### config.mk
export PLATFORM = sky130hd
export DESIGN_NAME = instr_mem_pipe_flat
export DESIGN_NICKNAME = d
export VERILOG_FILES = /design/src/rtl/instr_mem_pipe_if.sv /design/src/rtl/instr_mem_pipe.sv /design/src/flat_wrapper.sv
export SDC_FILE = /design/constraint.sdc
export NUM_CORES = 1
export LEC_CHECK = 0
export ABC_AREA = 1
export ABC_CLOCK_PERIOD_IN_PS = 2800
export CAP_MARGIN = 5
export CORE_ASPECT_RATIO = 1.25
export CORE_MARGIN = 1
export CORE_UTILIZATION = 38
export CTS_CLUSTER_SIZE = 30
export DETAILED_ROUTE_END_ITERATION = 12
export PLACE_DENSITY = 0.85
export SYNTH_ARGS = -nofsm -noshare
export SYNTH_HDL_FRONTEND = slang
export SYNTH_SLANG_ARGS = --single-unit
### constraint.sdc
create_clock -name clk -period 2.8 [get_ports clk]
set_clock_uncertainty 0.2 [all_clocks]
set_input_delay 0.56 -clock clk [delete_from_list [all_inputs] [get_ports clk]]
set_output_delay 0.56 -clock clk [all_outputs]
set_load 0.01 [all_outputs]
### src/rtl/instr_mem_pipe_if.sv
// instr_mem_pipe_if: fetch bus between a core front-end and the instruction memory.
//   master (fetch unit) drives req_valid, req_addr, rsp_ready, flush.
//   slave  (memory)     drives req_ready, rsp_valid, rsp_instr, rsp_addr, rsp_err.
//   req_*     : valid/ready request channel carrying a byte address (PC)
//   rsp_*     : valid/ready response channel with instruction, its address and error flag
//   flush     : drops every in-flight response
interface instr_mem_pipe_if #(
    parameter int unsigned DATA_W = 32
);
    logic              req_valid;
    logic              req_ready;
    logic [31:0]       req_addr;
    logic              rsp_valid;
    logic              rsp_ready;
    logic [DATA_W-1:0] rsp_instr;
    logic [31:0]       rsp_addr;
    logic              rsp_err;
    logic              flush;

    modport master (
        output req_valid, req_addr, rsp_ready, flush,
        input  req_ready, rsp_valid, rsp_instr, rsp_addr, rsp_err
    );

    modport slave (
        input  req_valid, req_addr, rsp_ready, flush,
        output req_ready, rsp_valid, rsp_instr, rsp_addr, rsp_err
    );
endinterface

### src/rtl/instr_mem_pipe.sv
// instr_mem_pipe: synchronous instruction memory behind a valid/ready fetch interface.
//   1- or 2-cycle registered read (RD_LATENCY), backpressure, flush and address-error flagging.
//   Out-of-range addresses return DEFAULT_WORD with rsp_err; misaligned addresses return the
//   word at the index with rsp_err.
// Ports:
//   clk     : rising-edge clock
//   reset   : synchronous, active-high
//   bus     : instr_mem_pipe_if slave (req_*, rsp_*, flush)
//   ld_we, ld_addr, ld_data : load port, present only with IMEM_LOAD_PORT_EN defined
// Configuration:
//   IMEM_LOAD_PORT_EN : adds the ld_* write port; fetch is refused in a load cycle.
module instr_mem_pipe #(
    parameter int unsigned       ADDR_BITS    = 7,
    parameter int unsigned       DATA_W       = 32,
    parameter int unsigned       RD_LATENCY   = 1,
    parameter logic [DATA_W-1:0] DEFAULT_WORD = 32'h8000_0000,
    parameter string             INIT_FILE    = ""
) (
    input  logic                 clk,
    input  logic                 reset,
`ifdef IMEM_LOAD_PORT_EN
    input  logic                 ld_we,
    input  logic [ADDR_BITS-1:0] ld_addr,
    input  logic [DATA_W-1:0]    ld_data,
`endif
    instr_mem_pipe_if.slave      bus
);

    localparam int unsigned Depth = 2 ** ADDR_BITS;

    logic [DATA_W-1:0] mem_q [Depth];

    logic                 advance;
    logic                 accept;
    logic [ADDR_BITS-1:0] idx;
    logic                 oor;
    logic                 mis;

    assign advance = !bus.rsp_valid || bus.rsp_ready;
`ifdef IMEM_LOAD_PORT_EN
    assign bus.req_ready = advance && !bus.flush && !ld_we;
`else
    assign bus.req_ready = advance && !bus.flush;
`endif
    assign accept = bus.req_valid && bus.req_ready;
    assign idx    = bus.req_addr[ADDR_BITS+1:2];
    assign oor    = |bus.req_addr[31:ADDR_BITS+2];
    assign mis    = |bus.req_addr[1:0];

    // Array port: read only on advance so a stalled response keeps its data.
    logic [DATA_W-1:0] rd_q;

    always_ff @(posedge clk) begin
        if (advance) rd_q <= mem_q[idx];
`ifdef IMEM_LOAD_PORT_EN
        if (ld_we) mem_q[ld_addr] <= ld_data;
`endif
    end

    // Stage 1: request bookkeeping alongside the array read.
    logic        s1_valid_q, s1_valid_d;
    logic [31:0] s1_addr_q;
    logic        s1_err_q;
    logic        s1_dflt_q;    // substitute DEFAULT_WORD for the array output

    always_comb begin
        s1_valid_d = s1_valid_q;
        if (advance)  s1_valid_d = accept;
        if (bus.flush) s1_valid_d = 1'b0;
    end

    always_ff @(posedge clk) begin
        if (reset) begin
            s1_valid_q <= 1'b0;
            s1_addr_q  <= '0;
            s1_err_q   <= 1'b0;
            s1_dflt_q  <= 1'b1;     // makes rsp_instr read DEFAULT_WORD out of reset
        end else begin
            s1_valid_q <= s1_valid_d;
            if (advance) begin
                s1_addr_q <= bus.req_addr;
                s1_err_q  <= oor | mis;
                s1_dflt_q <= oor;
            end
        end
    end

    logic [DATA_W-1:0] s1_data;
    assign s1_data = s1_dflt_q ? DEFAULT_WORD : rd_q;

    generate
        if (RD_LATENCY == 2) begin : g_lat2
            logic              s2_valid_q, s2_valid_d;
            logic [DATA_W-1:0] s2_data_q;
            logic [31:0]       s2_addr_q;
            logic              s2_err_q;

            always_comb begin
                s2_valid_d = s2_valid_q;
                if (advance)  s2_valid_d = s1_valid_q;
                if (bus.flush) s2_valid_d = 1'b0;
            end

            always_ff @(posedge clk) begin
                if (reset) begin
                    s2_valid_q <= 1'b0;
                    s2_data_q  <= DEFAULT_WORD;
                    s2_addr_q  <= '0;
                    s2_err_q   <= 1'b0;
                end else begin
                    s2_valid_q <= s2_valid_d;
                    if (advance) begin
                        s2_data_q <= s1_data;
                        s2_addr_q <= s1_addr_q;
                        s2_err_q  <= s1_err_q;
                    end
                end
            end

            assign bus.rsp_valid = s2_valid_q;
            assign bus.rsp_instr = s2_data_q;
            assign bus.rsp_addr  = s2_addr_q;
            assign bus.rsp_err   = s2_err_q;
        end else if (RD_LATENCY == 1) begin : g_lat1
            assign bus.rsp_valid = s1_valid_q;
            assign bus.rsp_instr = s1_data;
            assign bus.rsp_addr  = s1_addr_q;
            assign bus.rsp_err   = s1_err_q;
        end else begin : g_bad_latency
            $error("instr_mem_pipe: RD_LATENCY must be 1 or 2");
            assign bus.rsp_valid = 1'b0;
            assign bus.rsp_instr = DEFAULT_WORD;
            assign bus.rsp_addr  = '0;
            assign bus.rsp_err   = 1'b0;
        end
    endgenerate

endmodule

### src/flat_wrapper.sv
// flat-port wrapper written by rule: the top's interface ports become plain ports
module instr_mem_pipe_flat 
#(
    parameter int unsigned       ADDR_BITS    = 7,
    parameter int unsigned       DATA_W       = 32,
    parameter int unsigned       RD_LATENCY   = 1,
    parameter logic [DATA_W-1:0] DEFAULT_WORD = 32'h8000_0000,
    parameter string             INIT_FILE    = ""
)
  (clk, reset, bus_req_valid, bus_req_addr, bus_rsp_ready, bus_flush, bus_req_ready, bus_rsp_valid, bus_rsp_instr, bus_rsp_addr, bus_rsp_err);
  instr_mem_pipe_if #(.DATA_W(DATA_W)) bus_i ();
  input  logic clk;
  input  logic reset;
  input wire logic [$bits(bus_i.req_valid)-1:0] bus_req_valid;
  input wire logic [$bits(bus_i.req_addr)-1:0] bus_req_addr;
  input wire logic [$bits(bus_i.rsp_ready)-1:0] bus_rsp_ready;
  input wire logic [$bits(bus_i.flush)-1:0] bus_flush;
  output wire logic [$bits(bus_i.req_ready)-1:0] bus_req_ready;
  output wire logic [$bits(bus_i.rsp_valid)-1:0] bus_rsp_valid;
  output wire logic [$bits(bus_i.rsp_instr)-1:0] bus_rsp_instr;
  output wire logic [$bits(bus_i.rsp_addr)-1:0] bus_rsp_addr;
  output wire logic [$bits(bus_i.rsp_err)-1:0] bus_rsp_err;
  assign bus_i.req_valid = bus_req_valid;
  assign bus_i.req_addr = bus_req_addr;
  assign bus_i.rsp_ready = bus_rsp_ready;
  assign bus_i.flush = bus_flush;
  assign bus_req_ready = bus_i.req_ready;
  assign bus_rsp_valid = bus_i.rsp_valid;
  assign bus_rsp_instr = bus_i.rsp_instr;
  assign bus_rsp_addr = bus_i.rsp_addr;
  assign bus_rsp_err = bus_i.rsp_err;
  instr_mem_pipe #(.ADDR_BITS(ADDR_BITS), .DATA_W(DATA_W), .RD_LATENCY(RD_LATENCY), .DEFAULT_WORD(DEFAULT_WORD), .INIT_FILE(INIT_FILE)) u_core (.clk(clk), .reset(reset), .bus(bus_i));
endmodule
After elaboration in Yosys (flattened, before gate mapping)
Cells that the tools add are included.
Word-level totals
  register bits after elaboration: 67
  bits in latches: 0
  RAM bits: 0
  bits in read-only memories: 0
  input port bits: 37
  output and inout port bits: 67
  logic and storage cells: 15
  memories: 0
Operators by class
  add/subtract/negate cells: 0
  multipliers: 0
  div/mod/pow operators: 0
  $lt $le $gt $ge: 0
  eq/ne operators: 0
  shift-type cells: 0
  muxes and demuxes: 1
  bitwise gates (word level): 1
  reductions and logical operators: 8
Operator list (number)
  32-bit 2-to-1 mux: 1
  23-bit OR reduction: 1
  2-bit OR reduction: 2
  1-bit logical AND: 2
  1-bit zero test: 2
  1-bit logical OR: 1
  1-bit bitwise OR: 1

Longest topological paths before layout
Gate-level depths: netlist (run 1).
  depth in word-level cells: 4
  gate-level depth with buffers: 6
  depth with buffers taken out: 6

Worst setup path after synthesis (run 1)
Ideal clock, no wire load.
  path kind: input to output
  start point: in bus_rsp_ready
  end point: out bus_req_ready
  arrival time: 0.917 ns
  data required time: 2.040 ns
  slack: 1.123 ns
  cell stages on the path: 3
  path buffers: 1
  path through: nor2_4 > buf_6 > nor2_1
Between the ends
  cells in the longest elaborated chain, start to end: 2
RTL lines
  start: declaration: line flat_wrapper.sv:16  | input wire logic [$bits(bus_i.rsp_ready)-1:0] bus_rsp_ready;
  1-bit logical OR: line instr_mem_pipe.sv:39  | assign advance = !bus.rsp_valid || bus.rsp_ready;
  1-bit logical AND: line instr_mem_pipe.sv:43  | assign bus.req_ready = advance && !bus.flush;
  end: declaration: line flat_wrapper.sv:18  | output wire logic [$bits(bus_i.req_ready)-1:0] bus_req_ready;
No other way between the ends.

Worst setup path after layout (run 1)
Ends and elaborated chain as after synthesis.

==> metrics.txt, run 1 <==
# TYPE chip_impl_metric gauge
chip_impl_info{name="result_of_the_run",value="complete, no violations"} 1
chip_impl_metric{name="port-buffer-count",unit=""} 71
chip_impl_info{name="tritoncts",value="built"} 1
chip_impl_metric{name="yosysSeqAreaShare",unit="%"} 44.0
chip_impl_metric{name="avgSynthCellArea",unit="um2"} 7.51
chip_impl_metric{name="detailroute.via_count",unit=""} 1397
chip_impl_metric{name="cts-hold-fix-buffers",unit=""} 0
chip_impl_info{name="holdCritPathClass",value="reg2reg"} 1
chip_impl_metric{name="finish.instance_area",unit="um2"} 2220
chip_impl_metric{name="setup_violations",unit=""} 0
chip_impl_metric{name="timing.final.crit_period",unit="ns"} 2.48
chip_impl_metric{name="antenna_found_initial",unit=""} 0
chip_impl_metric{name="die_width",unit="um"} 59.1
chip_impl_metric{name="drt-total-wl",unit="mm"} 3.37
chip_impl_metric{name="worstSkewPairLatency",unit="ns"} 0.27
chip_impl_metric{name="placed_cell_area",unit="um2"} 2140
chip_impl_metric{name="dp.final_hpwl",unit="mm"} 2.45
chip_impl_metric{name="worstPathRequired",unit="ns"} 2.04
chip_impl_metric{name="cts_made_buffers",unit=""} 5
chip_impl_metric{name="drt_iter0_markers",unit=""} 56
chip_impl_metric{name="core",unit="um2"} 3850
chip_impl_metric{name="top_level_ports",unit=""} 104
chip_impl_metric{name="first_global_vias",unit=""} 1227
chip_impl_metric{name="max_cap_violations",unit=""} 0
chip_impl_metric{name="timing_max_transition_violations_final",unit=""} 0
chip_impl_info{name="timing_worst_setup_path_type",value="in2out"} 1
chip_impl_info{name="cp-start-kind",value="input port"} 1
chip_impl_metric{name="setup-tns-final",unit="ns"} 0
chip_impl_info{name="setup_repair_after_global_routing_missed_its_margin",value="no"} 1
chip_impl_metric{name="timing.final.ws_setup",unit="ns"} 0.317
chip_impl_metric{name="drc",unit=""} 0
chip_impl_metric{name="clkSinkCount",unit=""} 34
chip_impl_metric{name="cts_setup_buffers",unit=""} 0
chip_impl_metric{name="nFillCells",unit=""} 373
chip_impl_metric{name="timing.hold.ws",unit="ns"} 0.280
chip_impl_metric{name="rows",unit=""} 25
chip_impl_metric{name="min_period_over_period",unit="%"} 88.7
chip_impl_metric{name="cts.reportedPaths.clkPinSlew",unit="ns"} 0.06
chip_impl_metric{name="ir_drop",unit="V"} 0.000310
chip_impl_metric{name="area_enclosed_by_the_die_boundary",unit="um2"} 4330
chip_impl_metric{name="globalRouteTotalUtil",unit="%"} 15.9
chip_impl_metric{name="overflow",unit=""} 0
chip_impl_metric{name="drive_above_1_share",unit="%"} 5.09
chip_impl_metric{name="number_of_flip_flops_and_latches_in_the_synthesized_netlist",unit=""} 34
chip_impl_metric{name="synth-warning-count",unit=""} 0
chip_impl_info{name="cp-end-kind",value="output port"} 1
chip_impl_metric{name="wl_per_cell",unit="um"} 10.2
chip_impl_metric{name="first_pass_iters",unit=""} 4
chip_impl_metric{name="powerDensity",unit="nW/um2"} 482
chip_impl_metric{name="first_pass_grt_wire_length",unit="mm"} 5.18
chip_impl_metric{name="antenna_left",unit=""} 0
chip_impl_metric{name="pre_cts_slack",unit="ns"} 0.303
chip_impl_metric{name="timing.final.hold_violations",unit=""} 0
chip_impl_metric{name="timing_worst_slew_pin_value",unit="ns"} 0.598
chip_impl_metric{name="timing.critical_path.fanout_max",unit=""} 2
chip_impl_metric{name="area_delta_synth_final",unit="%"} 43.3
chip_impl_metric{name="place.gp.congestion",unit=""} 0.706
chip_impl_metric{name="floorplan.initialDensity",unit="%"} 40.2
chip_impl_metric{name="post_synth_inst_count",unit=""} 206
chip_impl_metric{name="clk_path_buf_depth",unit=""} 2
chip_impl_metric{name="fmaxAchievable",unit="GHz"} 0.403
chip_impl_metric{name="insertedDiodeCount",unit=""} 0
chip_impl_metric{name="synth_cell_types",unit=""} 15
chip_impl_info{name="cts_root_buffer",value="clkbuf_8"} 1
chip_impl_metric{name="maximum_number_of_pins_on_one_net_before_global_route_repair",unit=""} 35
chip_impl_metric{name="dieHeight",unit="um"} 73.4
chip_impl_metric{name="viasPerCell",unit=""} 4.25
chip_impl_metric{name="cts-resized-gates",unit=""} 0
chip_impl_metric{name="netlist_area",unit="um2"} 1550
chip_impl_metric{name="cts.htree.levels",unit=""} 2
chip_impl_metric{name="cellLeakagePower",unit="uW"} 0.000978
chip_impl_metric{name="cp_data_arrival_time",unit="ns"} 1.72
chip_impl_metric{name="nNetsFinal",unit=""} 312
chip_impl_metric{name="fin_total_pwr",unit="uW"} 1070
chip_impl_metric{name="timing.max_slew.rel_slack",unit="%"} 60.1
Yosys cell counts:
library cell,count,area share (%)
nor2_4,1,0.73
buf_4,34,16
conb_1,2,0.49
clkbuf_1,2,0.49
nor2_2,5,2.0
o21ai_0,25,8.1
inv_1,2,0.49
nand2_1,8,1.9
inv_2,1,0.24
dfxtp_1,34,44
buf_2,1,0.32
nor3_1,1,0.32
nor2_1,78,19
o21ai_1,8,2.6
buf_6,4,2.9
sequential cells by signal, indices dropped and copies added, names as in the netlist:
register              count
u_core.bus.rsp_addr      32
u_core.bus.rsp_err        1
u_core.bus.rsp_valid      1
power by group:
group / leakage [uW] / switching (uW) / internal [uW]
Combinational: 0.000656 / 91.7 / 115
Sequential: 0.000283 / 16.2 / 516
Clock: 0.0000383 / 159 / 171
routing by layer:
layer / vias to the layer above / track usage (%) / routed length [um]
met2: 79 / 28.4 / 1700
li1: 716 / - / -
met1: 596 / 17.4 / 1350
met5: - / 0 / 0
met3: 6 / 4.58 / 247
met4: 0 / 6.35 / 63
final timing paths:
| check | from | endpoint | slack, ns | cells after the start |
|---|---|---|---|---|
| max reg2reg | u_core.bus.rsp_valid | u_core.bus.rsp_err | 1.08 | 6 |
| min | u_core.bus.rsp_addr[5] | u_core.bus.rsp_addr[5] | 0.28 | 2 |
| max | bus_rsp_ready | bus_req_ready | 0.32 | 4 |
| min reg2reg | u_core.bus.rsp_addr[5] | u_core.bus.rsp_addr[5] | 0.28 | 2 |
area by class of cell:
type / count / area [um2] / share of cell area, %
sequential: 34 / 681 / 30.7
inverter: 3 / 11.3 / 0.508
timing repair buffer: 73 / 726 / 32.7
tap: 54 / 67.6 / 3.05
multi-input combinational: 158 / 656 / 29.6
clock buffer: 7 / 76.3 / 3.44
cells by family (layout without fill, tap and decap cells):
| family | after synthesis | after routing | synth area share, % |
|---|---|---|---|
| flip-flops | 34 | 34 | 44.0 |
| AND/OR/NAND/NOR | 93 | 93 | 23.9 |
| AO/OA/AOI/OAI | 33 | 33 | 10.7 |
| other | 2 | 32 | 0.485 |
| buffers and inverters | 44 | 83 | 20.9 |
through the flow:
step / instances / util [%]
global route: 329 / 57.6
global placement: 322 / 55.6
detailed placement: 322 / 55.6
finish: 329 / 57.6
floorplan: 236 / -
CTS: 329 / 57.6
cell usage in the layout, fill, tap and decap left out:
master	n
nor2_1	78
conb_1	32
buf_4	2
nor2_2	5
o21ai_1	8
clkbuf_1	2
dfxtp_1	34
clkdlybuf4s50_1	71
clkbuf_8	5
nor3_1	1
inv_1	2
o21ai_0	25
inv_2	1
nor2_4	1
nand2_1	8
worst max-delay path, cell delays in order:
cell	delay [ns]
clkdlybuf4s50_1	0.50
nor2_4	0.05
nor2_1	0.08
clkdlybuf4s50_1	0.54
Note: power is estimated with default switching activity, not from simulation.
==> inputs of run 2 (changes only) <==
Settings changed: HOLD_SLACK_MARGIN set to 0.15, MAX_ROUTING_LAYER set to met4.
==> metrics.txt, run 2 (synthesized netlist as in run 1, its figures left out) <==
# TYPE chip_impl_metric gauge
chip_impl_info{name="result_of_the_run",value="complete, no violations"} 1
chip_impl_metric{name="max_cap_violations",unit=""} 0
chip_impl_metric{name="first_pass_iters",unit=""} 4
chip_impl_metric{name="worst_r2r_path_depth",unit=""} 6
chip_impl_info{name="crit_path_cell_trace",value="clkdlybuf4s50_1 -> nor2_4 -> nor2_1 -> clkdlybuf4s50_1"} 1
chip_impl_metric{name="area_delta_synth_final",unit="%"} 43.3
chip_impl_info{name="path_common_cell",value="clkdlybuf4s50_1"} 1
chip_impl_metric{name="core",unit="um2"} 3850
chip_impl_metric{name="setup_violations",unit=""} 0
chip_impl_info{name="setup_repair_after_global_routing_missed_its_margin",value="no"} 1
chip_impl_metric{name="cts-hold-fix-buffers",unit=""} 0
chip_impl_metric{name="cts_made_buffers",unit=""} 5
chip_impl_metric{name="clk_path_buf_depth",unit=""} 2
chip_impl_metric{name="cts.htree.levels",unit=""} 2
chip_impl_metric{name="overflow",unit=""} 0
chip_impl_metric{name="powerDensity",unit="nW/um2"} 482
chip_impl_metric{name="top_level_ports",unit=""} 104
chip_impl_metric{name="worstSkewPairLatency",unit="ns"} 0.27
chip_impl_metric{name="ir_drop",unit="V"} 0.000311
chip_impl_metric{name="fmaxAchievable",unit="GHz"} 0.403
chip_impl_info{name="tritoncts",value="built"} 1
chip_impl_metric{name="setup-tns-final",unit="ns"} 0
chip_impl_info{name="timing.rr.end",value="u_core.bus.rsp_err"} 1
chip_impl_metric{name="drt-total-wl",unit="mm"} 3.37
chip_impl_info{name="cp-end-kind",value="output port"} 1
chip_impl_metric{name="dp.final_hpwl",unit="mm"} 2.45
chip_impl_metric{name="nNetsFinal",unit=""} 312
chip_impl_metric{name="globalRouteTotalUtil",unit="%"} 16.4
chip_impl_info{name="whs_endpoint",value="u_core.bus.rsp_addr[5]"} 1
chip_impl_info{name="holdCritPathClass",value="reg2reg"} 1
chip_impl_info{name="commonest_non_fill_non_tap_cell_in_the_layout",value="nor2_1"} 1
chip_impl_metric{name="viasPerCell",unit=""} 4.28
chip_impl_metric{name="rows",unit=""} 25
chip_impl_metric{name="cts_setup_buffers",unit=""} 0
chip_impl_metric{name="power.sequential.fraction",unit="%"} 49.8
chip_impl_metric{name="timing.final.crit_period",unit="ns"} 2.48
chip_impl_metric{name="timing.final.hold_violations",unit=""} 0
chip_impl_metric{name="finish.instance_area",unit="um2"} 2220
chip_impl_metric{name="worst_case_register_to_register_setup_slack",unit="ns"} 1.08
chip_impl_metric{name="worstPathRequired",unit="ns"} 2.04
chip_impl_metric{name="insertedDiodeCount",unit=""} 0
chip_impl_metric{name="timing_max_transition_violations_final",unit=""} 0
chip_impl_info{name="timing_worst_setup_path_type",value="in2out"} 1
chip_impl_metric{name="detailroute.via_count",unit=""} 1407
chip_impl_metric{name="floorplan.initialDensity",unit="%"} 40.2
chip_impl_metric{name="drc",unit=""} 0
chip_impl_metric{name="power.share.combinational",unit="%"} 19.3
chip_impl_metric{name="first_global_vias",unit=""} 1226
chip_impl_metric{name="dieHeight",unit="um"} 73.4
chip_impl_metric{name="largest_register_ffs",unit=""} 32
chip_impl_metric{name="place.gp.congestion",unit=""} 0.714
chip_impl_metric{name="min_period_over_period",unit="%"} 88.7
chip_impl_metric{name="timing.critical_path.fanout_max",unit=""} 2
chip_impl_metric{name="timing.max_slew.rel_slack",unit="%"} 59.9
chip_impl_metric{name="cellLeakagePower",unit="uW"} 0.000978
chip_impl_metric{name="maximum_number_of_pins_on_one_net_before_global_route_repair",unit=""} 35
chip_impl_metric{name="antenna_left",unit=""} 0
chip_impl_metric{name="whs_path_depth",unit=""} 2
chip_impl_metric{name="antenna_found_initial",unit=""} 0
chip_impl_metric{name="first_pass_grt_wire_length",unit="mm"} 5.18
chip_impl_info{name="most-common-layout-cells",value="nor2_1 (78), clkdlybuf4s50_1 (71), dfxtp_1 (34)"} 1
chip_impl_metric{name="nFillCells",unit=""} 373
chip_impl_metric{name="power.clock.fraction",unit="%"} 30.9
chip_impl_metric{name="fin_total_pwr",unit="uW"} 1070
chip_impl_metric{name="cp_data_arrival_time",unit="ns"} 1.72
chip_impl_metric{name="switching_share",unit="%"} 25.0
chip_impl_metric{name="drive_above_1_share",unit="%"} 5.09
chip_impl_metric{name="cts.reportedPaths.clkPinSlew",unit="ns"} 0.06
chip_impl_metric{name="critical-path-max-stage-delay",unit="ns"} 0.54
chip_impl_info{name="cts_root_buffer",value="clkbuf_8"} 1
chip_impl_info{name="min_from",value="u_core.bus.rsp_addr[5]"} 1
chip_impl_metric{name="clkSinkCount",unit=""} 34
chip_impl_info{name="rr_startpoint",value="u_core.bus.rsp_valid"} 1
chip_impl_metric{name="p_int",unit="uW"} 802
chip_impl_info{name="cp-start-kind",value="input port"} 1
chip_impl_metric{name="timing_worst_slew_pin_value",unit="ns"} 0.600
chip_impl_metric{name="area_enclosed_by_the_die_boundary",unit="um2"} 4330
chip_impl_metric{name="die_width",unit="um"} 59.1
chip_impl_metric{name="wl_per_cell",unit="um"} 10.2
chip_impl_metric{name="placed_cell_area",unit="um2"} 2140
chip_impl_metric{name="port-buffer-count",unit=""} 71
chip_impl_metric{name="netSwitchingPower",unit="uW"} 267
chip_impl_metric{name="cts-resized-gates",unit=""} 0
chip_impl_metric{name="drt_iter0_markers",unit=""} 56
chip_impl_info{name="worst_path_max_delay_cell",value="clkdlybuf4s50_1"} 1
## run 2: layout make-up
class / instances / area, um2 / share of cell area (%)
clock buffer: 7 / 76.3 / 3.44
inverter: 3 / 11.3 / 0.508
multi-input combinational: 158 / 656 / 29.6
sequential: 34 / 681 / 30.7
tap: 54 / 67.6 / 3.05
timing repair buffer: 73 / 726 / 32.7
## run 2: power by group through the flow
stage | Sequential, uW | Clock (uW) | Combinational [uW]
3_3_place_gp | 542 | 0 | 204
5_1_grt | 535 | 354 | 228
4_1_cts | 533 | 339 | 208
3_5_place_dp | 543 | 0 | 207
6_report | 532 | 330 | 206
2_1_floorplan | 557 | 0 | 101
## run 2: worst max-delay path, delay by kind of cell
| family | cells | cell delay (ns) |
|---|---|---|
| buffers and inverters | 2 | 1.04 |
| and+or+nand+nor | 2 | 0.13 |
## run 2: per-layer routing
layer	vias to the layer above	GRT usage, %	routed length [um]
li1	714	-	-
met1	603	17.4	1340
met2	84	28.4	1700
met3	6	4.58	260
met4	0	6.35	64
met5	-	-	0
## run 2: per-stage QoR
step	setup WS [ns]	hold WS (ns)	std cells	utilization, %
4_1_cts	0.306	0.285	329	57.6
5_1_grt	0.263	0.311	329	57.6
2_1_floorplan	1.12	0.310	236	-
3_3_place_gp	0.320	0.262	322	55.6
6_report	0.317	0.280	329	57.6
3_5_place_dp	0.303	0.271	322	55.6
## run 2: worst max-delay path by stage
stage	start	end	slack, ns	depth (start not counted)
3_3_place_gp	bus_rsp_ready	bus_req_ready	0.32	4
6_report	bus_rsp_ready	bus_req_ready	0.32	4
5_1_grt	bus_rsp_ready	bus_req_ready	0.26	4
2_1_floorplan	bus_rsp_ready	bus_req_ready	1.12	3
4_1_cts	bus_rsp_ready	bus_req_ready	0.31	4
3_5_place_dp	bus_rsp_ready	bus_req_ready	0.30	4
